$ cat src/rtl/incr_arbiter.sv
// Two-requester 32-bit incrementer built around one time-shared 16-bit incrementer (LO half, then HI half).
// Define INCR_ARB_RR_EN for round-robin arbitration; otherwise requester 0 has fixed priority.

module incr16 (
  input  logic [15:0] x,
  input  logic        c,
  output logic [15:0] s,
  output logic        co
);
  assign s  = x + {15'd0, c};
  assign co = (&x) & c;
endmodule

// rsp handshake: the result transfers in a cycle where rsp_valid && rsp_ready;
// rsp_valid, sum, cout and rsp_id hold steady until that cycle.
module incr_arbiter (
  input  logic        clk,
  input  logic        rst,
  input  logic        req0,
  input  logic [31:0] a0,
  input  logic        cin0,
  output logic        gnt0,
  input  logic        req1,
  input  logic [31:0] a1,
  input  logic        cin1,
  output logic        gnt1,
  output logic        rsp_valid,
  input  logic        rsp_ready,
  output logic        rsp_id,
  output logic [31:0] sum,
  output logic        cout,
  output logic        busy,
  output logic [1:0]  dbg_state
);

  typedef enum logic [1:0] {
    IDLE = 2'd0,
    LO   = 2'd1,
    HI   = 2'd2,
    DONE = 2'd3
  } state_t;

  state_t      state;
  logic [31:0] op;
  logic        cin_l;
  logic        carry;
  logic        pick1;
  logic        grant_any;
  logic [15:0] inc_x;
  logic        inc_c;
  logic [15:0] inc_s;
  logic        inc_co;

`ifdef INCR_ARB_RR_EN
  logic ptr;

  // ptr remembers the last winner; on contention the other requester gets it.
  always_comb pick1 = req1 && (!req0 || (ptr == 1'b0));
`else
  always_comb pick1 = req1 && !req0;
`endif

  assign grant_any = (state == IDLE) && !rst && (req0 || req1);
  assign gnt0      = grant_any && !pick1;
  assign gnt1      = grant_any && pick1;
  assign dbg_state = state;

  always_comb begin
    inc_x = op[15:0];
    inc_c = 1'b0;
    case (state)
      LO: begin
        inc_x = op[15:0];
        inc_c = cin_l;
      end
      HI: begin
        inc_x = op[31:16];
        inc_c = carry;
      end
      default: begin
        inc_x = op[15:0];
        inc_c = 1'b0;
      end
    endcase
  end

  incr16 u_inc (
    .x  (inc_x),
    .c  (inc_c),
    .s  (inc_s),
    .co (inc_co)
  );

  always_ff @(posedge clk or posedge rst) begin
    if (rst) begin
      state     <= IDLE;
      op        <= 32'd0;
      cin_l     <= 1'b0;
      carry     <= 1'b0;
      sum       <= 32'd0;
      cout      <= 1'b0;
      rsp_id    <= 1'b0;
      rsp_valid <= 1'b0;
      busy      <= 1'b0;
`ifdef INCR_ARB_RR_EN
      ptr       <= 1'b1;
`endif
    end else begin
      case (state)
        IDLE: begin
          if (grant_any) begin
            op     <= pick1 ? a1 : a0;
            cin_l  <= pick1 ? cin1 : cin0;
            rsp_id <= pick1;
            busy   <= 1'b1;
            state  <= LO;
`ifdef INCR_ARB_RR_EN
            ptr    <= pick1;
`endif
          end
        end
        LO: begin
          sum[15:0] <= inc_s;
          carry     <= inc_co;
          state     <= HI;
        end
        HI: begin
          sum[31:16] <= inc_s;
          cout       <= inc_co;
          rsp_valid  <= 1'b1;
          state      <= DONE;
        end
        DONE: begin
          if (rsp_ready) begin
            rsp_valid <= 1'b0;
            busy      <= 1'b0;
            state     <= IDLE;
          end
        end
        default: state <= IDLE;
      endcase
    end
  end

endmodule

$ cat config.mk
export PLATFORM = sky130hd
export DESIGN_NAME = incr_arbiter
export DESIGN_NICKNAME = d
export VERILOG_FILES = /design/src/rtl/incr_arbiter.sv
export SDC_FILE = /design/constraint.sdc
export NUM_CORES = 1
export LEC_CHECK = 0
export BUFFER_PORTS_ARGS = -buffer_cell sky130_fd_sc_hd__buf_2
export CAP_MARGIN = 15
export CORE_MARGIN = 1
export CORE_UTILIZATION = 47
export CTS_CLUSTER_DIAMETER = 50
export DETAILED_ROUTE_END_ITERATION = 6
export HOLD_SLACK_MARGIN = 0.02
export PLACE_DENSITY = 0.84
export SLEW_MARGIN = 10
export SYNTH_ARGS = -nofsm -noshare
export SYNTH_HDL_FRONTEND = slang
export SYNTH_SLANG_ARGS = --single-unit
$ cat constraint.sdc
create_clock -name clk -period 3.14 [get_ports clk]
set_clock_uncertainty 0.2 [all_clocks]
set_input_delay 0.628 -clock clk [delete_from_list [all_inputs] [get_ports clk]]
set_output_delay 0.628 -clock clk [all_outputs]
set_load 0.02 [all_outputs]
==> results of run 1 <==
registers in the layout, summed over array words and instances, names as in the netlist:
signal and count:
op 32, sum 32, dbg_state 2, busy 1, carry 1, cin_l 1, cout 1, rsp_id 1
rsp_valid 1
area by class of cell:
cell class | count | area, um2 | area share
Timing Repair Buffer | 120 | 638 | 0.133
Clock inverter | 3 | 40.0 | 0.00837
Inverter | 45 | 169 | 0.0353
Multi-Input combinational cell | 227 | 1850 | 0.386
Clock buffer | 13 | 159 | 0.0332
Tap cell | 102 | 128 | 0.0267
Sequential cell | 72 | 1800 | 0.377
worst reg2reg max path, delay by kind of cell (launching register included):
| kind | cells | cell delay (ns) |
|---|---|---|
| DFF | 1 | 0.43 |
| muxes | 1 | 0.35 |
| buffers and inverters | 2 | 0.34 |
| and+or+nand+nor | 2 | 0.28 |
| adders and majority gates | 2 | 0.45 |
| AOI/OAI and AO/OA | 2 | 0.79 |
cell families (layout without fill, tap and decap cells):
group / Yosys count / in the layout / synth area share
compound gates: 95 / 95 / 0.203
xor+xnor: 11 / 11 / 0.0246
fa+ha+maj: 7 / 7 / 0.0223
buf+inv: 71 / 181 / 0.0763
flops: 72 / 72 / 0.460
mux: 29 / 29 / 0.0798
simple gates: 85 / 85 / 0.135
per-stage QoR:
step | hold WS [ns] | total power (uW) | setup slack (ns)
after floorplan | 0.260 | 3330 | 0.0124
after global placement | 0.257 | 3930 | 0.345
after detailed placement | 0.281 | 4010 | 0.248
after CTS | 0.183 | 4770 | 0.232
after global routing | 0.224 | 5090 | 0.109
final | 0.181 | 4770 | 0.204
worst max-delay path by stage:
stage                              from             endpoint  slack (ns)
2_1_floorplan  dbg_state[0]$_DFFE_PP0P_  sum[28]$_DFFE_PP0P_        0.01
3_3_place_gp   dbg_state[0]$_DFFE_PP0P_   sum[9]$_DFFE_PP0N_        0.35
3_5_place_dp   dbg_state[0]$_DFFE_PP0P_   sum[9]$_DFFE_PP0N_        0.25
4_1_cts        dbg_state[0]$_DFFE_PP0P_   sum[9]$_DFFE_PP0N_        0.23
5_1_grt        dbg_state[0]$_DFFE_PP0P_   sum[9]$_DFFE_PP0N_        0.11
6_report       dbg_state[0]$_DFFE_PP0P_   sum[9]$_DFFE_PP0N_        0.20
routing by layer:
layer | track usage | part of all wire
met5 | 0 | 0
met1 | 0.334 | 0.41
met2 | 0.423 | 0.49
met4 | 0.121 | 0.024
met3 | 0.0415 | 0.074
where the power goes:
| part | internal [uW] | switching, uW | leakage [uW] |
|---|---|---|---|
| combinational | 943 | 1260 | 0.00145 |
| clock | 409 | 342 | 0.000103 |
| sequential | 1350 | 461 | 0.000890 |
| total | 2700 | 2070 | 0.00245 |
cells in the final DEF, fill, tap and decap left out, types with 3 or more instances in the layout:
cell        n
xnor2_1    11
a222oi_1   33
o31ai_1     8
nand4b_1    3
a21o_1      3
or4_1       5
nand4_1     7
buf_4       9
a31oi_1     5
nor3_1      3
mux2i_1    13
inv_1      43
a22o_1      3
nor4_1      3
mux2_2     12
ha_1        4
mux2_1      3
buf_2     110
a22oi_1     4
nand3b_1    4
a21oi_1    12
a211o_1     3
nor2_1     18
o21ai_1     3
dfrtp_1    71
nand3_1     8
nand2_1    15
clkbuf_8   11
==> impl_metrics.toml, run 1 <==
[routing]
drt_first_pass_iters = 7
wl_per_cell_um = 18.1
drt_iter0_drc = 369
remaining_drc_errors = 0
route.vias.total = 3520
wl_mm = 10.6
avgViaCountPerCell = 6.05
antenna_left = 0

[grt]
antenna_found_initial = 0
track_usage = 0.258
grt-ovfl-total = 0
grt_pass1_wl_mm = 17.2
grt_pass1_vias = 3448
grt_max_degree = 67

[final_layout]
area_growth_pct = 22.1
finish.utilization = 0.607
layout-drive-gt1-share = 0.335
fin_cells = 582
fillCellCount = 654
nets = 553
stdcell_area_um2 = 4790
antennaDiodeCount = 0

[clocking]
ctsResizeCount = 0
tritoncts = "built"
worstSkewPairLatency_ns = 0.35
clk_pin_slew_ns = 0.08
ctsHoldBuffers = 0
postCtsSetupBuffers = 0
numCtsBuffers = 9
cts_buffer_depth = 2
htree_levels = 3
cts.sinks = 72
clockRootBuffer = "clkbuf_8"

[power]
vdd_ir_drop_max_uv = 467
p_leak_uw = 0.00245
powerDensity_nw_per_um2 = 996

[timing]
tns_ns = 0
finalSetupViolations = 0
slew_headroom = 0.549
clock.fmax_mhz = 341
drv_slew = 0
tightest_slew_ns = 0.677
hold_viol_final = 0
fin_crit_sh = 0.935
min_period_ns = 2.94
rsz0062_at_grt = "no"

[placed_design]
place.gp.congestion = 0.887
port_buffers = 110
dpl-instance-area_um2 = 4590
post-place-cells = 566
dp_hpwl_mm = 7.74

[yosys]
synthTopCellsByCount = "72 x dfrtp_1, 45 x inv_1, 33 x a222oi_1"
synth.avg_cell_area_um2 = 10.6
synthFlopType = "dfrtp_1"
synth-async-reset-ratio = 1.00
ys_warn_count = 0
yosysMostFrequentCell = "dfrtp_1"
synth_top_area_share = 0.460
syn_nets = 448
yosysTopAreaCell = "dfrtp_1"
synth_edf_count = 0
synthTopCellsByArea = "dfrtp_1 46%, a222oi_1 8.4%, inv_1 4.3%"
synth_cell_types = 60
synth.yosys.seq_area_share = 0.460
postSynthCellCount = 370
netlist_area_um2 = 3920
ys_seq_elements = 72

[critical_path]
r2r_setup_slack_ns = 0.20
cp_top_family = "compound AO/OA/AOI/OAI gates"
required_ns = 3.19
ff2ff_path_depth = 9
crit_path_end_kind = "register"
slowest_delay_ns = 0.54
path_cells = "inv_2, ha_2, mux2_2, ha_2, and4_1, o21ai_1, buf_4, nor4_1, o31ai_1"
crit_path_frequent_cell = "ha_2"
r2r_start = "dbg_state[0]$_DFFE_PP0P_"
cpMaxStageDelayCell = "o21ai_1"
crit_cells = 9
arrival_ns = 2.99
r2r-end = "sum[9]$_DFFE_PP0N_"
start_kind = "register"
crit_type = "register to register"
path_max_fanout = 9
critPathBufInv = 2

[hold_path]
hold_class = "input port to asynchronous set/reset pin"

[floorplanning]
start_util = 0.497
core_um2 = 7890
dieArea_um2 = 8710
fp.dieH_um = 93.3
num_io_pins = 111
fp.dieW_um = 93.3
rows = 32

[run]
drv_cap = 0

[status]
outcome = "finished, final reports clean"
Power figures use the tool's default switching activity.
==> run 2: changes to the inputs <==
Settings changed: CORE_UTILIZATION 47 to 46, SYNTH_HIERARCHICAL set to 1.
==> run 2 against run 1 <==
Maximum frequency shrank 0.93%; synthesized area decreased by 9.5%; final area down 8.1%; combinational power decreased by 6%; final cell count fell by 15%; sequential power decreased by 11%; sequential share of layout area up 3.3 points; via count fell by 24%; global-route usage shrank 4.2 points; largest cell class is now sequential cells.
==> impl_metrics.toml, run 2 <==
[critical_path]
path_max_fanout = 13
arrival_ns = 2.99
start_kind = "register"
r2r-end = "sum[12]$_DFFE_PP0N_"
required_ns = 3.16
crit_type = "register to register"
endpoint = "sum[12]$_DFFE_PP0N_"
ff2ff_path_depth = 10
r2r_setup_slack_ns = 0.18
cp-startpoint = "dbg_state[0]$_DFFE_PP0P_"
crit_path_end_kind = "register"
r2r_start = "dbg_state[0]$_DFFE_PP0P_"

[grt]
met2_usage = 0.347
grt_max_degree = 74
track_usage = 0.216
antenna_found_initial = 0
grt-ovfl-total = 0
grt_pass1_vias = 2663
top_usage_layer = "met2"
grt_pass1_wl_mm = 13.6
grt_util_met1 = 0.285
grtUsageMet3 = 0.0736

[routing]
wl_per_cell_um = 16.6
route.vias.total = 2678
drt_iter0_drc = 201
drt_first_pass_iters = 4
avgViaCountPerCell = 5.42
antenna_left = 0
remaining_drc_errors = 0
wl_mm = 8.18

[timing]
clock.fmax_mhz = 337
drv_slew = 0
hold_ws_ns = 0.304
tns_ns = 0
hold_viol_final = 0
min_period_ns = 2.96
tightest_slew_ns = 0.891
slew_headroom = 0.406
fin_crit_sh = 0.944
finalSetupViolations = 0
rsz0062_at_grt = "no"

[yosys]
synth.avg_cell_area_um2 = 12.8
synth_compound_area_frac = 0.107
yosysTopAreaCell = "dfrtp_1"
netlist_area_um2 = 3550
synth_cell_types = 34
synth-async-reset-ratio = 1.00
synth.yosys.seq_area_share = 0.508
synthTopCellsByCount = "72 x dfrtp_1, 51 x mux2_2, 33 x a221o_1"
synth_top_family_by_area = "multiplexers"
yosysMostFrequentCell = "dfrtp_1"
synth_top_area_share = 0.508
postSynthCellCount = 278
ys_seq_elements = 72
synthFlopType = "dfrtp_1"
synthMuxAreaShare = 0.167
synth_edf_count = 0
yosys.area_share.simple = 0.120
syn_nets = 357
ys_warn_count = 6
synth_xor_area_frac = 0.0346
synthAdderAreaFrac = 0.0282
synthTopCellsByArea = "dfrtp_1 51%, mux2_2 16%, a221o_1 9.3%"

[final_layout]
nets = 469
stdcell_area_um2 = 4400
antennaDiodeCount = 0
fin_cells = 494
area_growth_pct = 23.9
final_cell_mix = "110 x buf_2, 72 x dfrtp_1, 51 x mux2_2"
final_common_cell = "buf_2"
layout-drive-gt1-share = 0.511

[clocking]
cts_buffer_depth = 2
numCtsBuffers = 9
htree_levels = 3
ctsResizeCount = 0
cts.sinks = 72
postCtsSetupBuffers = 0
worstSkewPairLatency_ns = 0.34
clockRootBuffer = "clkbuf_8"
clk_pin_slew_ns = 0.07
ctsHoldBuffers = 0
tritoncts = "built"

[status]
outcome = "finished, final reports clean"

[power]
vdd_ir_drop_max_uv = 486
powerDensity_nw_per_um2 = 1020
p_leak_uw = 0.00220

[floorplanning]
start_util = 0.481
rows = 31
dieArea_um2 = 8070
fp.dieW_um = 89.8
core_um2 = 7370
num_io_pins = 111
fp.dieH_um = 89.8

[placed_design]
post-place-cells = 478
place.gp.congestion = 0.836
dpl-instance-area_um2 = 4170
port_buffers = 110
dp_hpwl_mm = 5.93

[hold_path]
hold_class = "register to register"

[run]
drv_cap = 0
[run 2: logic make-up (layout without fill, tap and decap cells)]
| logic type | count (synthesis) | count (layout) |
|---|---|---|
| AOI/OAI and AO/OA | 40 | 40 |
| xor gates and xnor gates | 14 | 14 |
| adders and majority gates | 8 | 8 |
| buffers and inverters | 21 | 138 |
| DFF | 72 | 72 |
| muxes | 53 | 53 |
| and+or+nand+nor | 70 | 70 |
[run 2: power by group]
group / total (uW) / internal, uW / switching (uW) / leakage (uW)
registers: 1610 / 1350 / 257 / 0.000902
clock network: 800 / 464 / 335 / 0.000112
logic: 2070 / 973 / 1090 / 0.00118
[run 2: worst max-delay path, cell delays in order, from the launching register on]
cell     delay [ns]
dfrtp_1        0.42
inv_1          0.14
ha_2           0.23
buf_4          0.22
mux2_2         0.39
ha_1           0.22
ha_1           0.22
nand3_1        0.25
nor3_1         0.12
xor2_1         0.16
mux2_2         0.27
[run 2: through the flow]
stage          total power [uW]  utilization  setup slack [ns]
6_report                   4470        0.597             0.176
5_1_grt                    4730        0.597            0.0258
4_1_cts                    4500        0.596             0.171
3_3_place_gp               3630        0.566             0.336
2_1_floorplan              3060            -             0.196
3_5_place_dp               3680        0.566             0.200
[run 2: area by class of cell]
cell class | instances | area [um2]
Fill cell | 634 | 2970
Multi-Input combinational cell | 185 | 1630
Sequential cell | 72 | 1800
Clock buffer | 10 | 138
Tap cell | 99 | 124
Timing Repair Buffer | 117 | 603
Clock inverter | 6 | 82.6
Inverter | 5 | 18.8
[run 2: worst min path at each step]
stage,end,slack (ns),cells past startpoint,start
after CTS,op[24]$_DFFE_PP0P_,0.29,2,a0[24]
after global placement,sum[2]$_DFFE_PP0N_,0.29,1,sum[2]$_DFFE_PP0N_
final,rsp_id$_DFFE_PP0P_,0.30,2,rsp_id$_DFFE_PP0P_
after global routing,op[31]$_DFFE_PP0P_,0.29,2,a0[31]
after detailed placement,rsp_id$_DFFE_PP0P_,0.29,2,rsp_id$_DFFE_PP0P_
after floorplan,op[29]$_DFFE_PP0P_,0.27,1,op[29]$_DFFE_PP0P_
[run 2: per-layer routing]
layer / vias to the layer above / wire length [um]
li1: 1255 / -
met1: 1319 / 3730
met2: 100 / 3860
met3: 4 / 546
met4: 0 / 41
met5: - / 0
==> run 3: changes to the inputs <==
Settings changed: CORE_UTILIZATION 46 to 48, CTS_BUF_LIST set to sky130_fd_sc_hd__clkbuf_2, PLACE_DENSITY 0.84 to 0.87.
==> run 3 against run 2 <==
Clock-buffer cell count is 1 lower; non-clock buffer count stayed put; largest cell class unchanged; critical path depth fell by 6; first-iteration DRC count decreased by 45%; highest routed layer unchanged; worst hold slack got worse by 0.18 ns; power decreased by 4.8%; register-to-register slack better by 0.06 ns; critical path type is now register to output port.
==> impl_metrics.toml, run 3 (synthesized netlist as in run 2, its figures left out) <==
[routing]
met3_length_um = 567
antenna_left = 0
avgViaCountPerCell = 5.47
drt_first_pass_iters = 4
met1_length_mm = 3.81
wl_met2_mm = 3.86
wl_mm = 8.39
remaining_drc_errors = 0
maxUsedRoutingLayer = "met4"
route.vias.total = 2690
wl_per_cell_um = 17.0
drt_iter0_drc = 110

[floorplanning]
fp.dieW_um = 88.0
dieArea_um2 = 7740
fp.dieH_um = 88.0
rows = 30
core_um2 = 6980
start_util = 0.508
num_io_pins = 111

[clocking]
htree_levels = 3
cts_buffer_depth = 2
clk_pin_slew_ns = 0.20
postCtsSetupBuffers = 0
tritoncts = "built"
worstSkewPairLatency_ns = 0.51
cts.sinks = 72
numCtsBuffers = 9
clockRootBuffer = "clkbuf_2"

[critical_path]
critPathBufInv = 2
path_cells = "inv_1, ha_1, and4bb_4, buf_2"
arrival_ns = 2.09
required_ns = 2.31
cp_top_family = "flip-flops"
crit_path_end_kind = "output port"
cpMaxStageDelayCell = "dfrtp_1"
crit_type = "register to output port"
start_kind = "register"
slowest_delay_ns = 0.46
path_max_fanout = 17

[final_layout]
area_growth_pct = 21.7
finish.utilization = 0.618
antennaDiodeCount = 0
nets = 470
final_cell_mix = "110 x buf_2, 72 x dfrtp_1, 51 x mux2_2"
final_common_cell = "buf_2"
stdcell_area_um2 = 4320
layout-drive-gt1-share = 0.510

[grt]
grt_max_degree = 74
grt-ovfl-total = 0
track_usage = 0.221
grt_pass1_vias = 2587
antenna_found_initial = 0
grt_pass1_wl_mm = 12.6

[placed_design]
port_buffers = 110
place.gp.congestion = 0.841
dp_slack_ns = 0.157
dpl-instance-area_um2 = 4160
dp_hpwl_mm = 5.93

[timing]
tns_ns = 0
tightest_slew_ns = 0.911
clock.fmax_mhz = 342
drv_slew = 0
min_period_ns = 2.92
setup_slack_ns = 0.219
hold_viol_final = 0
slew_headroom = 0.393
finalSetupViolations = 0
fin_crit_sh = 0.930
rsz0062_at_grt = "no"

[power]
p_leak_uw = 0.00217
powerDensity_nw_per_um2 = 986
power.total_uw = 4260
vdd_ir_drop_max_uv = 492

[status]
outcome = "finished, final reports clean"

[hold_path]
hold_class = "input port to register"

[run]
drv_cap = 0
run 3: cell types whose count changed in the layout (fill, tap and decap cells not counted), sizes merged:
cell and change:
and4bb +1, clkinv +1, clkbuf -1
run 3: path summary, 6_finish.rpt:
| path | start | to | slack, ns | depth (start not counted) |
|---|---|---|---|---|
| max | dbg_state[0]$_DFFE_PP0P_ | gnt1 | 0.22 | 4 |
| min | a0[21] | op[21]$_DFFE_PP0P_ | 0.12 | 2 |
| max reg2reg | dbg_state[0]$_DFFE_PP0P_ | sum[14]$_DFFE_PP0N_ | 0.24 | 10 |
| min reg2reg | sum[5]$_DFFE_PP0N_ | sum[5]$_DFFE_PP0N_ | 0.32 | 1 |
| max in group asynchronous | rst | sum[18]$_DFFE_PP0N_ | 1.91 | 3 |
| min in group asynchronous | rst | op[31]$_DFFE_PP0P_ | 0.22 | 3 |
run 3: routing by layer:
metal  global-route usage  up-vias
li1                     -     1262
met1                0.277     1320
met2                0.359       93
met3               0.0726       15
met4               0.0805        0
met5                    0        -
run 3: per-stage QoR:
stage | instances | hold slack [ns]
after global routing | 492 | 0.0631
after detailed placement | 475 | 0.291
after floorplan | 278 | 0.273
final | 492 | 0.122
after global placement | 475 | 0.283
after CTS | 491 | 0.0792
run 3: cell type report:
cell class	count	area, um2
Clock buffer	9	45.0
Clock inverter	7	86.3
Fill cell	604	2670
Inverter	5	18.8
Multi-Input combinational cell	186	1640
Sequential cell	72	1800
Tap cell	96	120
Timing Repair Buffer	117	603
run 3: worst reg2reg max path: stages, from the launching register on:
cell     delay, ns
dfrtp_1       0.46
inv_1         0.14
ha_1          0.27
a22oi_1       0.13
nor2b_2       0.19
ha_1          0.22
ha_1          0.20
nand3_1       0.25
nor4_2        0.36
xor2_1        0.11
mux2_2        0.28
run 3: timing repair:
action	CTS	global route
setup endpoints to repair	0	5
gates resized for setup	0	2
hold buffers	0	0
run 3: power by group:
part / switching, uW / internal, uW / total (uW)
logic: 1110 / 976 / 2090
clock network: 325 / 257 / 581
registers: 247 / 1340 / 1590
